## config.mk

```make
export PLATFORM = sky130hd
export DESIGN_NAME = four_req_rr_arbiter
export DESIGN_NICKNAME = d
export VERILOG_FILES = /design/src/rtl/four_req_rr_arbiter_pkg.sv /design/src/rtl/four_req_rr_arbiter_rr_priority_picker.sv /design/src/rtl/four_req_rr_arbiter.sv
export SDC_FILE = /design/constraint.sdc
export NUM_CORES = 1
export LEC_CHECK = 0
export CORE_AREA = 2 2 51 53
export CTS_BUF_LIST = sky130_fd_sc_hd__clkbuf_4
export CTS_CLUSTER_SIZE = 25
export DETAILED_ROUTE_END_ITERATION = 7
export DIE_AREA = 0 0 53 55
export GPL_ROUTABILITY_DRIVEN = 0
export GPL_TIMING_DRIVEN = 0
export PLACE_DENSITY = 0.74
export SLEW_MARGIN = 10
export SYNTH_ARGS = -nofsm -noshare
export SYNTH_HDL_FRONTEND = slang
export SYNTH_HIERARCHICAL = 1
export SYNTH_SLANG_ARGS = --single-unit
```

## constraint.sdc

```tcl
create_clock -name clk -period 2.7 [get_ports clk]
set_input_delay 0.81 -clock clk [delete_from_list [all_inputs] [get_ports clk]]
set_output_delay 0.81 -clock clk [all_outputs]
set_load 0.02 [all_outputs]
```

## src/rtl/four_req_rr_arbiter_pkg.sv

```systemverilog
`default_nettype none
// ============================================================================
// Module   : four_req_rr_arbiter_pkg
// Brief    : Shared constants, state encoding and helpers for the
//            four-requester round-robin mux arbiter.
// Revision : 1.0 - initial release
// ============================================================================
package four_req_rr_arbiter_pkg;

    // Number of requesters and the widths of the index and hold counter
    localparam int c_num_req = 4;
    localparam int c_idx_w   = 2;
    localparam int c_cnt_w   = 4;

    // The pointer starts at 3, so the first search after reset begins at index 0
    localparam logic [c_idx_w-1:0] c_last_rst = 2'd3;

    // Arbiter states
    typedef enum logic [0:0] {
        ST_IDLE  = 1'b0,
        ST_GRANT = 1'b1
    } arb_state_t;

    // Binary requester index to one-hot grant vector
    function automatic logic [c_num_req-1:0] idx_to_onehot(input logic [c_idx_w-1:0] idx);
        return 4'b0001 << idx;
    endfunction

endpackage : four_req_rr_arbiter_pkg
`default_nettype wire

```

## src/rtl/four_req_rr_arbiter_rr_priority_picker.sv

```systemverilog
`default_nettype none
// ============================================================================
// Module   : rr_priority_picker
// Brief    : Combinational rotating-priority search. It starts at index
//            (last+1) mod 4 and wraps upward. The first set request wins.
//            One index can optionally be excluded from the search.
// Revision : 1.0 - initial release
// ============================================================================
module rr_priority_picker
    import four_req_rr_arbiter_pkg::*;
(
    input  logic [c_num_req-1:0] req,
    input  logic [c_idx_w-1:0]   last,
    input  logic                 excl_en,
    input  logic [c_idx_w-1:0]   excl_idx,
    output logic [c_idx_w-1:0]   idx,
    output logic                 found
);

    logic [c_idx_w-1:0] w_cand;

    // Walk the four candidates in rotated order and keep the first eligible one
    always_comb begin
        idx    = '0;
        found  = 1'b0;
        w_cand = '0;
        for (int k = 1; k <= c_num_req; k++) begin
            w_cand = last + k[c_idx_w-1:0];
            if (!found && req[w_cand] && !(excl_en && (w_cand == excl_idx))) begin
                idx   = w_cand;
                found = 1'b1;
            end
        end
    end

endmodule : rr_priority_picker
`default_nettype wire

```

## src/rtl/four_req_rr_arbiter.sv

```systemverilog
`default_nettype none
// ============================================================================
// Module   : four_req_rr_arbiter
// Brief    : Round-robin arbiter that drives the select pins of a shared
//            4:1 single-bit mux and a one-hot grant vector. An owner keeps
//            the grant until it drops its request. It is also forced off
//            after MAX_HOLD cycles when another requester is waiting.
// Revision : 1.0 - initial release
// ============================================================================
module four_req_rr_arbiter
    import four_req_rr_arbiter_pkg::*;
#(
    parameter int MAX_HOLD = 8
) (
    input  logic                 clk,
    input  logic                 reset,
    input  logic [c_num_req-1:0] req,
    output logic [c_num_req-1:0] grant,
    output logic                 s0,
    output logic                 s1,
    output logic                 busy
);

    localparam logic [c_cnt_w-1:0] c_max_hold = c_cnt_w'(MAX_HOLD);

    arb_state_t             r_state;
    logic [c_idx_w-1:0]     r_last;
    logic [c_cnt_w-1:0]     r_hold_cnt;
    logic [c_num_req-1:0]   r_grant;
    logic [c_idx_w-1:0]     r_sel;

    arb_state_t             w_nxt_state;
    logic [c_idx_w-1:0]     w_nxt_last;
    logic [c_cnt_w-1:0]     w_nxt_hold_cnt;
    logic [c_num_req-1:0]   w_nxt_grant;
    logic [c_idx_w-1:0]     w_nxt_sel;

    logic [c_idx_w-1:0]     w_pick_last;
    logic                   w_pick_excl_en;
    logic [c_idx_w-1:0]     w_pick_idx;
    logic                   w_pick_found;
    logic                   w_others;
    logic                   w_keep;

    // While a grant is active, the search rotates from the current owner and skips it.
    // This covers both the voluntary release and the forced release with one picker.
    // While idle, the search starts from the stored pointer.
    assign w_pick_last    = (r_state == ST_GRANT) ? r_sel : r_last;
    assign w_pick_excl_en = (r_state == ST_GRANT);

    rr_priority_picker u_picker (
        .req      (req),
        .last     (w_pick_last),
        .excl_en  (w_pick_excl_en),
        .excl_idx (r_sel),
        .idx      (w_pick_idx),
        .found    (w_pick_found)
    );

    // Requests other than the current owner, and the decision to keep the grant
    assign w_others = |(req & ~idx_to_onehot(r_sel));
    assign w_keep   = req[r_sel] && ((r_hold_cnt < c_max_hold) || !w_others);

    // State, pointer, counter and output registers; reset clears them asynchronously
    always_ff @(posedge clk or posedge reset) begin
        if (reset) begin
            r_state    <= ST_IDLE;
            r_last     <= c_last_rst;
            r_hold_cnt <= '0;
            r_grant    <= '0;
            r_sel      <= '0;
        end else begin
            r_state    <= w_nxt_state;
            r_last     <= w_nxt_last;
            r_hold_cnt <= w_nxt_hold_cnt;
            r_grant    <= w_nxt_grant;
            r_sel      <= w_nxt_sel;
        end
    end

    // Next-state and next-output decode; the select pins hold their value when idle
    always_comb begin
        w_nxt_state    = r_state;
        w_nxt_last     = r_last;
        w_nxt_hold_cnt = r_hold_cnt;
        w_nxt_grant    = r_grant;
        w_nxt_sel      = r_sel;
        case (r_state)
            ST_IDLE: begin
                w_nxt_grant = '0;
                if (w_pick_found) begin
                    w_nxt_state    = ST_GRANT;
                    w_nxt_grant    = idx_to_onehot(w_pick_idx);
                    w_nxt_sel      = w_pick_idx;
                    w_nxt_hold_cnt = c_cnt_w'(1);
                end
            end
            ST_GRANT: begin
                if (w_keep) begin
                    if (r_hold_cnt < c_max_hold) begin
                        w_nxt_hold_cnt = r_hold_cnt + 1'b1;
                    end
                end else begin
                    w_nxt_last = r_sel;
                    if (w_pick_found) begin
                        w_nxt_grant    = idx_to_onehot(w_pick_idx);
                        w_nxt_sel      = w_pick_idx;
                        w_nxt_hold_cnt = c_cnt_w'(1);
                    end else begin
                        w_nxt_state    = ST_IDLE;
                        w_nxt_grant    = '0;
                        w_nxt_hold_cnt = '0;
                    end
                end
            end
            default: begin
                w_nxt_state = ST_IDLE;
                w_nxt_grant = '0;
            end
        endcase
    end

    assign grant = r_grant;
    assign s0    = r_sel[0];
    assign s1    = r_sel[1];
    assign busy  = (r_state == ST_GRANT);

endmodule : four_req_rr_arbiter
`default_nettype wire

```

==> results.sh, run 1 <==
export IMPL_outcome="finished, final reports clean"
export IMPL_num_vias=1081
export IMPL_pre_cts_ws_ps=-596
export IMPL_synth_top_family_by_area="simple AND/OR/NAND/NOR gates"
export IMPL_drt_iter0_markers=24
export IMPL_max_stage_delay_ps=570
export IMPL_area_growth_synth_to_final_pct=31.2
export IMPL_clk_path_buf_depth=2
export IMPL_finalCriticalPeriod_ps=2600
export IMPL_nets=151
export IMPL_synthFlopType="dfrtp_1"
export IMPL_leakage_nw=0.600
export IMPL_htreeDepth=1
export IMPL_cp_required_ps=2870
export IMPL_tightest_slew_ps=498
export IMPL_path_max_fanout=7
export IMPL_coreArea_sq_um=2360
export IMPL_clock_latency_ps=280
export IMPL_syn_instance_count=116
export IMPL_synth_fp_nets=123
export IMPL_dieArea_sq_um=2920
export IMPL_worstPathCellList="buf_6 > mux2_2 > mux4_1 > a21boi_4 > nor3_4 > nand2_2 > clkbuf_8 > buf_2 > a311o_1"
export IMPL_max_cap_violations=0
export IMPL_cp_start_kind="register"
export IMPL_skew_ps=4.02
export IMPL_synth_cell_type_count=53
export IMPL_max_freq_mhz=385
export IMPL_setup_slack_ps=101
export IMPL_critPathCaptureType="register"
export IMPL_row_count=18
export IMPL_finalCoreUtilization_pct=63.8
export IMPL_cts_made_buffers=3
export IMPL_route_antenna_remaining_nets=0
export IMPL_power_switching_share_pct=42.8
export IMPL_p_int_mw=1.19
export IMPL_yosysWarnings=6
export IMPL_grt_pass1_vias=1012
export IMPL_critPathTopFamily="multiplexers"
export IMPL_hp_class="register to register"
export IMPL_slowest_stage="mux4_1"
export IMPL_synthMuxAreaShare_pct=19.2
export IMPL_grt_pass1_wl_mm=4.60
export IMPL_synth_area_leader_cell="dfrtp_1"
export IMPL_synth_top_cell_area_share_pct=23.9
export IMPL_synth_async_reset_ratio_pct=100
export IMPL_finalHoldViolCount=0
export IMPL_p_seq_share_pct=18.2
export IMPL_portBuffers=12
export IMPL_ys_ff_latch=13
export IMPL_synth_simple_area_share_pct=25.7
export IMPL_synthXorXnorAreaFrac_pct=1.41
export IMPL_grt_start_max_net_pins=17
export IMPL_seq_area_frac_synth_pct=28.5
export IMPL_p_switching_mw=0.892
export IMPL_grt_overflow=0
export IMPL_comb_power_share_pct=75.3
export IMPL_drive_above_1_share_pct=35.7
export IMPL_clkPwrFrac_pct=6.4
export IMPL_grt_setup_unrepaired="false"
export IMPL_cts_tree="yes"
export IMPL_die_h_microns=55
export IMPL_synth_compound_area_share_pct=19.0
export IMPL_maxSlewHeadroom_pct=66.8
export IMPL_hold_ws_ps=511
export IMPL_die_w_microns=53
export IMPL_first_pass_iters=4
export IMPL_pin_count=13
export IMPL_min_period_over_period_pct=96.3
export IMPL_maxSlewViolCount=0
export IMPL_grt_usage_pct=21.4
export IMPL_diodes=0
export IMPL_hold_buffers=0
export IMPL_synthTopCellsByArea="dfrtp_1 (24%), mux2_2 (8.8%), dfstp_2 (4.6%), mux4_1 (4.6%), nand3_1 (3.0%)"
export IMPL_crit_buf_inv=3
export IMPL_criticalPathCategory="register to register"
export IMPL_syn_cell_area_sq_um=1150
export IMPL_total_power_mw=2.08
export IMPL_drc=0
export IMPL_wl_per_cell_microns=16.1
export IMPL_dp_hpwl_mm=1.79
export IMPL_drt_total_wl_mm=2.78
export IMPL_antenna_found_initial=0
export IMPL_syn_avg_cell_area_sq_um=9.91
export IMPL_clk_root_buffer_cell="clkbuf_4"
export IMPL_setup_viol_count_final=0
export IMPL_viasPerCell=6.25
export IMPL_power_density_nw_per_um2=1380
export IMPL_arrival_ps=2770
export IMPL_synth_edff_count=0
export IMPL_ir_drop_mv=0.837
export IMPL_synth_adder_area_share_pct=1.09
export IMPL_cts_sinks=13
export IMPL_initial_core_util_pct=48.6
export IMPL_clk_pin_slew_ps=80
## layer usage
metal	vias to the layer above	wire [microns]	global-route usage, %
li1	505	-	-
met1	532	1170	27.0
met2	35	1410	36.0
met3	9	120	0.806
met4	0	80	14.1
met5	-	0	0
## timing repair
action / 4_1_cts / 5_1_grt
setup buffers: 6 / 7
pin swaps: 2 / 4
gates resized for setup: 13 / 9
gates cloned: 0 / 0
endpoints found under the setup margin: 10 / 8
## cell usage in the layout (no fill, tap or decap), types with 3 or more instances in the layout
master,Yosys,routed
clkbuf_4,0,5
dfrtp_2,0,3
dfrtp_1,11,8
nand3b_1,4,4
buf_4,1,12
dlygate4sd2_1,0,3
nor2_1,6,6
clkdlybuf4s50_1,0,8
nor2b_1,4,4
nand2b_1,4,4
nand3_1,7,7
mux2_2,9,8
a31oi_1,3,3
mux2i_1,3,3
a41oi_1,3,3
inv_1,3,3
nand2_1,4,3
## sequential cells by signal, indices dropped and copies added, names as in the netlist
register,count
busy,1
r_last,2
r_sel,2
r_hold_cnt,4
grant,4
## cells in the mapped netlist, drive strengths merged (2+ instances only)
cell    number
nand2b       5
nor2         6
a211oi       2
nand3b       4
clkbuf       2
buf          5
a21boi       2
nand3        7
nand2        5
dfstp        2
mux2i        4
mux2         9
nor3         3
and2b        3
or3b         3
a21oi        2
and3         2
inv          3
a32oi        2
a311o        2
a21o         2
mux4         3
nor2b        4
dfrtp       11
a31oi        3
a41oi        3
## power groups by stage
stage          Combinational, mW  Sequential [mW]  Clock, mW
2_1_floorplan              0.955            0.415          0
3_3_place_gp                1.22            0.391          0
3_5_place_dp                1.24            0.395          0
4_1_cts                     1.38            0.387      0.135
5_1_grt                     1.69            0.393      0.142
6_report                    1.57            0.380      0.134
## cell families (layout without fill, tap and decap cells)
family	Yosys count	count (layout)
muxes	16	16
and+or+nand+nor	48	48
DFF	13	13
buffers and inverters	10	37
xor gates and xnor gates	1	1
AOI/OAI and AO/OA	27	27
adders and majority gates	1	1
## worst paths after layout
kind	end	cells after the start	slack (ps)	from
setup reg to reg	r_sel[1]$_DFFE_PP0P_	9	100	busy$_DFF_PP0_
hold / removal	grant[3]$_DFFE_PP0P_	1	510	grant[3]$_DFFE_PP0P_
hold reg to reg	grant[3]$_DFFE_PP0P_	1	510	grant[3]$_DFFE_PP0P_
min in group asynchronous	grant[0]$_DFFE_PP0P_	2	840	reset
setup / recovery	r_sel[1]$_DFFE_PP0P_	9	100	busy$_DFF_PP0_
max in group asynchronous	busy$_DFF_PP0_	2	1500	reset
## area by class of cell
type,count,area (sq um)
fill,196,856
multi-input combinational,93,845
sequential,13,332
timing repair buffer,25,206
buffer,5,47.5
tap,30,37.5
clock buffer,4,30.0
inverter,3,11.3
## through the flow
step | TNS [ps] | cell area [sq um] | instances
2_1_floorplan | 0 | 1180 | 116
3_3_place_gp | -4090 | 1340 | 158
3_5_place_dp | -4920 | 1340 | 158
4_1_cts | 0 | 1430 | 167
5_1_grt | 0 | 1510 | 173
6_report | 0 | 1510 | 173
No activity file was read; power rests on OpenSTA's default activity.
==> inputs of run 2 (changes only) <==
CELL_PAD_IN_SITES_DETAIL_PLACEMENT = 1   (was not set)
CELL_PAD_IN_SITES_GLOBAL_PLACEMENT = 1   (was not set)
CORE_AREA = 2 2 56 58   (was 2 2 51 53)
DIE_AREA = 0 0 58 60   (was 0 0 53 55)
PLACE_DENSITY = not set   (was 0.74)
PLACE_DENSITY_LB_ADDON = 0.1   (was not set)
RECOVER_POWER = 25   (was not set)
==> run 2 against run 1 <==
- power rose by 5.0%
- highest routed layer unchanged
- routed wire length up 13%
- worst hold slack better by 5.1 ps
- final area is 0.25% lower
- critical path depth rose by 1
- setup slack gained 9.2 ps
- utilization shrank 12 points
- via count decreased by 3.4%
- sequential power is 3% higher
- non-clock buffer count shrank 5
- first-iteration DRC count did not move
- combinational power increased by 5%
==> results.sh, run 2 (synthesized netlist as in run 1, its figures left out) <==
export IMPL_htreeDepth=1
export IMPL_max_cap_violations=0
export IMPL_coreArea_sq_um=2900
export IMPL_wl_per_cell_microns=18.4
export IMPL_p_seq_share_pct=17.9
export IMPL_cp_start_kind="register"
export IMPL_finalCriticalPeriod_ps=2590
export IMPL_clkPwrFrac_pct=6.6
export IMPL_nets=146
export IMPL_maxSlewViolCount=0
export IMPL_diodes=0
export IMPL_max_freq_mhz=386
export IMPL_hp_class="register to register"
export IMPL_min_period_over_period_pct=95.9
export IMPL_critPathTopFamily="simple AND/OR/NAND/NOR gates"
export IMPL_cts_sinks=13
export IMPL_p_switching_mw=0.973
export IMPL_clk_path_buf_depth=2
export IMPL_arrival_ps=2770
export IMPL_hold_buffers=0
export IMPL_multi_input_area_sq_um=871
export IMPL_antenna_found_initial=0
export IMPL_power_switching_share_pct=44.5
export IMPL_maxSlewHeadroom_pct=63.1
export IMPL_finalHoldViolCount=0
export IMPL_viasPerCell=6.11
export IMPL_comb_power_share_pct=75.6
export IMPL_drt_total_wl_mm=3.14
export IMPL_ir_drop_mv=0.791
export IMPL_route_antenna_remaining_nets=0
export IMPL_cp_required_ps=2880
export IMPL_drc=0
export IMPL_crit_buf_inv=2
export IMPL_cts_made_buffers=3
export IMPL_p_int_mw=1.21
export IMPL_grt_pass1_vias=1077
export IMPL_setup_viol_count_final=0
export IMPL_critPathCaptureType="register"
export IMPL_seqCellArea_sq_um=332
export IMPL_die_w_microns=58
export IMPL_n_fill_cell=327
export IMPL_dieArea_sq_um=3480
export IMPL_clk_pin_slew_ps=80
export IMPL_criticalPathCategory="register to register"
export IMPL_grt_start_max_net_pins=17
export IMPL_leakage_nw=0.579
export IMPL_initial_core_util_pct=39.6
export IMPL_drt_iter0_markers=24
export IMPL_area_growth_synth_to_final_pct=30.9
export IMPL_die_h_microns=60
export IMPL_grt_usage_pct=19.9
export IMPL_row_count=20
export IMPL_fin_area_sq_um=1510
export IMPL_num_vias=1044
export IMPL_worstPathCellList="buf_4 > mux2_4 > nand3b_1 > mux2i_4 > and2b_4 > nor3_4 > nand2_2 > buf_8 > and3_1 > mux2_2"
export IMPL_drive_above_1_share_pct=35.5
export IMPL_power_density_nw_per_um2=1450
export IMPL_outcome="finished, final reports clean"
export IMPL_dpl_cell_area_sq_um=1340
export IMPL_total_power_mw=2.19
export IMPL_clock_latency_ps=300
export IMPL_portBuffers=12
export IMPL_path_max_fanout=7
export IMPL_skew_ps=12.9
export IMPL_dp_hpwl_mm=2.13
export IMPL_grt_pass1_wl_mm=5.15
export IMPL_mostFrequentLayoutCells="dfrtp_1 (8), buf_4 (8), nand3_1 (7), mux2_2 (7), clkdlybuf4s50_1 (7)"
export IMPL_pin_count=13
export IMPL_max_stage_delay_ps=440
export IMPL_tightest_slew_ps=549
export IMPL_grt_overflow=0
export IMPL_clk_root_buffer_cell="clkbuf_4"
export IMPL_cts_tree="yes"
export IMPL_slowest_stage="dfrtp_2"
export IMPL_first_pass_iters=4
## run 2: repair_timing
item / in CTS / in global routing
gates resized for setup: 15 / 11
endpoints found under the setup margin: 11 / 9
pin swaps: 2 / 4
buffers inserted: 7 / 1
gates cloned: 1 / 0
## run 2: worst paths after layout
kind | slack, ps | end | start | cells after the start
hold reg to reg | 520 | grant[0]$_DFFE_PP0P_ | grant[0]$_DFFE_PP0P_ | 1
hold / removal | 520 | grant[0]$_DFFE_PP0P_ | grant[0]$_DFFE_PP0P_ | 1
setup reg to reg | 110 | grant[3]$_DFFE_PP0P_ | busy$_DFF_PP0_ | 10
max in group asynchronous | 1370 | r_sel[1]$_DFFE_PP0P_ | reset | 2
min in group asynchronous | 950 | r_hold_cnt[3]$_DFFE_PP0P_ | reset | 2
setup / recovery | 110 | grant[3]$_DFFE_PP0P_ | busy$_DFF_PP0_ | 10
## run 2: cell type report
class	instances	share of cell area, %
repair buffers	21	12.1
well taps	33	2.74
inverters	3	0.748
flip-flops and latches	13	22.0
plain buffers	4	2.49
clock buffers	4	2.00
multi-input cells	93	57.9
## run 2: power by group through the flow
stage	logic (mW)	clock network [mW]	registers, mW
2_1_floorplan	0.955	0	0.415
3_3_place_gp	1.24	0	0.392
3_5_place_dp	1.29	0	0.403
5_1_grt	1.78	0.149	0.408
4_1_cts	1.50	0.143	0.390
6_report	1.65	0.144	0.391
## run 2: stage by stage
stage / std cells / setup TNS (ps) / worst slack, ps / util, % / hold slack, ps
after floorplan: 116 / 0 / 7.35 / - / 536
after global placement: 161 / -4550 / -584 / 46.1 / 490
after detailed placement: 161 / -5180 / -643 / 46.1 / 500
after CTS: 172 / -176 / -53.5 / 50.7 / 521
after global routing: 171 / -4.72 / -3.95 / 51.9 / 543
final: 171 / 0 / 110 / 51.9 / 516
## run 2: per-layer routing
| layer | track usage [%] | routed length [microns] |
|---|---|---|
| met3 | 2.16 | 99 |
| met1 | 23.1 | 1340 |
| met2 | 35.7 | 1640 |
| met5 | 0 | 0 |
| met4 | 10.6 | 56 |
==> inputs of run 3 (changes only) <==
CORE_AREA = 2 2 54 56   (was 2 2 56 58)
DIE_AREA = 0 0 56 58   (was 0 0 58 60)
clock period = 2.9 ns   (was 2.7 ns; I/O delays follow)
==> run 3 against run 2 <==
- via count is 1.4% higher
- final area is 5.7% lower
- worst hold slack worse by 2.1 ps
- routed wire length is 1.9% lower
- clock skew is 6.1 ps lower
- clock power is 15% lower
- setup slack worse by 26 ps
- sequential power is 11% lower
- critical path type unchanged
==> results.sh, run 3 (synthesized netlist as in run 1, its figures left out) <==
export IMPL_pre_cts_ws_ps=-524
export IMPL_cp_start_kind="register"
export IMPL_finalNonFillerCells=167
export IMPL_first_pass_iters=4
export IMPL_cts_tree="yes"
export IMPL_viasPerCell=6.34
export IMPL_drt_total_wl_mm=3.08
export IMPL_n_fill_cell=306
export IMPL_finalCriticalPeriod_ps=2820
export IMPL_ir_drop_mv=0.733
export IMPL_hp_start="grant[3]$_DFFE_PP0P_"
export IMPL_finalCoreUtilization_pct=53.3
export IMPL_power_density_nw_per_um2=1280
export IMPL_slowest_stage="dfrtp_2"
export IMPL_maxSlewViolCount=0
export IMPL_dpl_cell_area_sq_um=1310
export IMPL_grt_pass1_wl_mm=5.33
export IMPL_drc=0
export IMPL_placed_cells=159
export IMPL_skew_ps=6.82
export IMPL_drive_above_1_share_pct=30.1
export IMPL_hold_buffers=0
export IMPL_portBuffers=12
export IMPL_r2r_end="grant[2]$_DFFE_PP0P_"
export IMPL_cts_sinks=13
export IMPL_drt_iter0_markers=49
export IMPL_setup_viol_count_final=0
export IMPL_arrival_ps=2980
export IMPL_finalHoldViolCount=0
export IMPL_route_antenna_remaining_nets=0
export IMPL_nets=144
export IMPL_clock_latency_ps=280
export IMPL_dp_hpwl_mm=2.19
export IMPL_grt_setup_unrepaired="true"
export IMPL_mostFrequentLayoutCells="mux2_2 (9), dfrtp_1 (8), nand3_1 (7), clkdlybuf4s50_1 (7), nor2_1 (6)"
export IMPL_path_common_cell="mux2_2"
export IMPL_outcome="finished, final reports clean"
export IMPL_max_cap_violations=0
export IMPL_initial_core_util_pct=43.2
export IMPL_critPathCaptureType="register"
export IMPL_grt_pass1_vias=1096
export IMPL_leakage_nw=0.553
export IMPL_cp_required_ps=3070
export IMPL_path_max_fanout=10
export IMPL_clk_pin_slew_ps=80
export IMPL_clk_root_buffer_cell="clkbuf_4"
export IMPL_wl_per_cell_microns=18.4
export IMPL_area_growth_synth_to_final_pct=23.5
export IMPL_clk_path_buf_depth=2
export IMPL_criticalPathCategory="register to register"
export IMPL_r2r_slack_ps=80
export IMPL_htreeDepth=1
export IMPL_die_w_microns=56
export IMPL_min_period_over_period_pct=97.1
export IMPL_setup_slack_ps=83.9
export IMPL_total_power_mw=1.82
export IMPL_cts_made_buffers=3
export IMPL_fin_area_sq_um=1420
export IMPL_max_stage_delay_ps=420
export IMPL_holdPathStages=1
export IMPL_hold_end="grant[3]$_DFFE_PP0P_"
export IMPL_ff2ff_path_depth=11
export IMPL_tightest_slew_ps=504
export IMPL_num_vias=1059
export IMPL_hp_class="register to register"
export IMPL_die_h_microns=58
export IMPL_dieArea_sq_um=3250
export IMPL_worstReg2RegStart="r_sel[1]$_DFFE_PP0P_"
export IMPL_grt_usage_pct=21.0
export IMPL_coreArea_sq_um=2660
export IMPL_pin_count=13
export IMPL_final_common_cell="mux2_2"
export IMPL_diodes=0
export IMPL_maxSlewHeadroom_pct=66.1
export IMPL_row_count=19
export IMPL_grt_overflow=0
export IMPL_worstPathCellList="buf_2 > mux2_2 > buf_6 > xnor2_4 > buf_4 > mux2i_1 > a21boi_2 > a311oi_1 > a211oi_2 > and3b_1 > mux2_2"
export IMPL_max_freq_mhz=355
export IMPL_grt_start_max_net_pins=17
export IMPL_antenna_found_initial=0
## run 3: cell types whose count changed in the layout (fill, tap and decap cells not counted), moves of 2 or more
cell	previous run	this run
buf_4	8	5
buf_2	0	2
buf_6	1	3
clkbuf_4	6	4
mux2_2	7	9
mux2_4	2	0
## run 3: critical path: cells and delay by family, from the launching register on
| family | cells | cell delay (ps) |
|---|---|---|
| flops | 1 | 420 |
| buf+inv | 3 | 460 |
| xor+xnor | 1 | 140 |
| mux | 3 | 660 |
| simple gates | 1 | 230 |
| compound gates | 3 | 770 |
## run 3: power breakdown
part / internal [mW] / switching, mW / leakage [nW] / total [mW]
clock: 0.0628 / 0.0599 / 0.0184 / 0.123
combinational: 0.689 / 0.662 / 0.379 / 1.35
sequential: 0.272 / 0.0772 / 0.156 / 0.349
total: 1.02 / 0.799 / 0.553 / 1.82
## run 3: worst max-delay path by stage
stage / start / to / slack [ps] / depth (start not counted)
floorplan: busy$_DFF_PP0_ / grant[3]$_DFFE_PP0P_ / 90 / 11
global placement: req[3] / grant[2]$_DFFE_PP0P_ / -420 / 7
detailed placement: req[3] / grant[2]$_DFFE_PP0P_ / -520 / 7
CTS: busy$_DFF_PP0_ / grant[2]$_DFFE_PP0P_ / 10 / 11
global route: busy$_DFF_PP0_ / grant[2]$_DFFE_PP0P_ / -20 / 11
finish: r_sel[1]$_DFFE_PP0P_ / grant[2]$_DFFE_PP0P_ / 80 / 11
## run 3: cell type report
class	count	area, sq um	share of cell area [%]
multi-input cells	93	808	56.9
flip-flops and latches	13	332	23.3
repair buffers	16	145	10.2
plain buffers	7	55.1	3.88
well taps	31	38.8	2.73
clock buffers	4	30.0	2.11
inverters	3	11.3	0.793
## run 3: routing by layer
layer  GRT usage (%)  vias to the layer above  part of all wire (%)
li1                -                      494                     -
met3            1.12                        4                   2.1
met4            10.2                        0                   1.4
met1            24.8                      546                    42
met2            39.0                       15                    54
met5               0                        -                     0
## run 3: per-stage QoR
| stage | hold WS [ps] | setup TNS, ps |
|---|---|---|
| 2_1_floorplan | 536 | 0 |
| 3_3_place_gp | 491 | -3200 |
| 3_5_place_dp | 500 | -3740 |
| 4_1_cts | 519 | 0 |
| 5_1_grt | 527 | -35.9 |
| 6_report | 514 | 0 |
## run 3: what timing repair did
item	4_1_cts	5_1_grt
pin swaps	0	2
resized for setup	10	7
buffers inserted	3	1
setup endpoints to repair	10	6
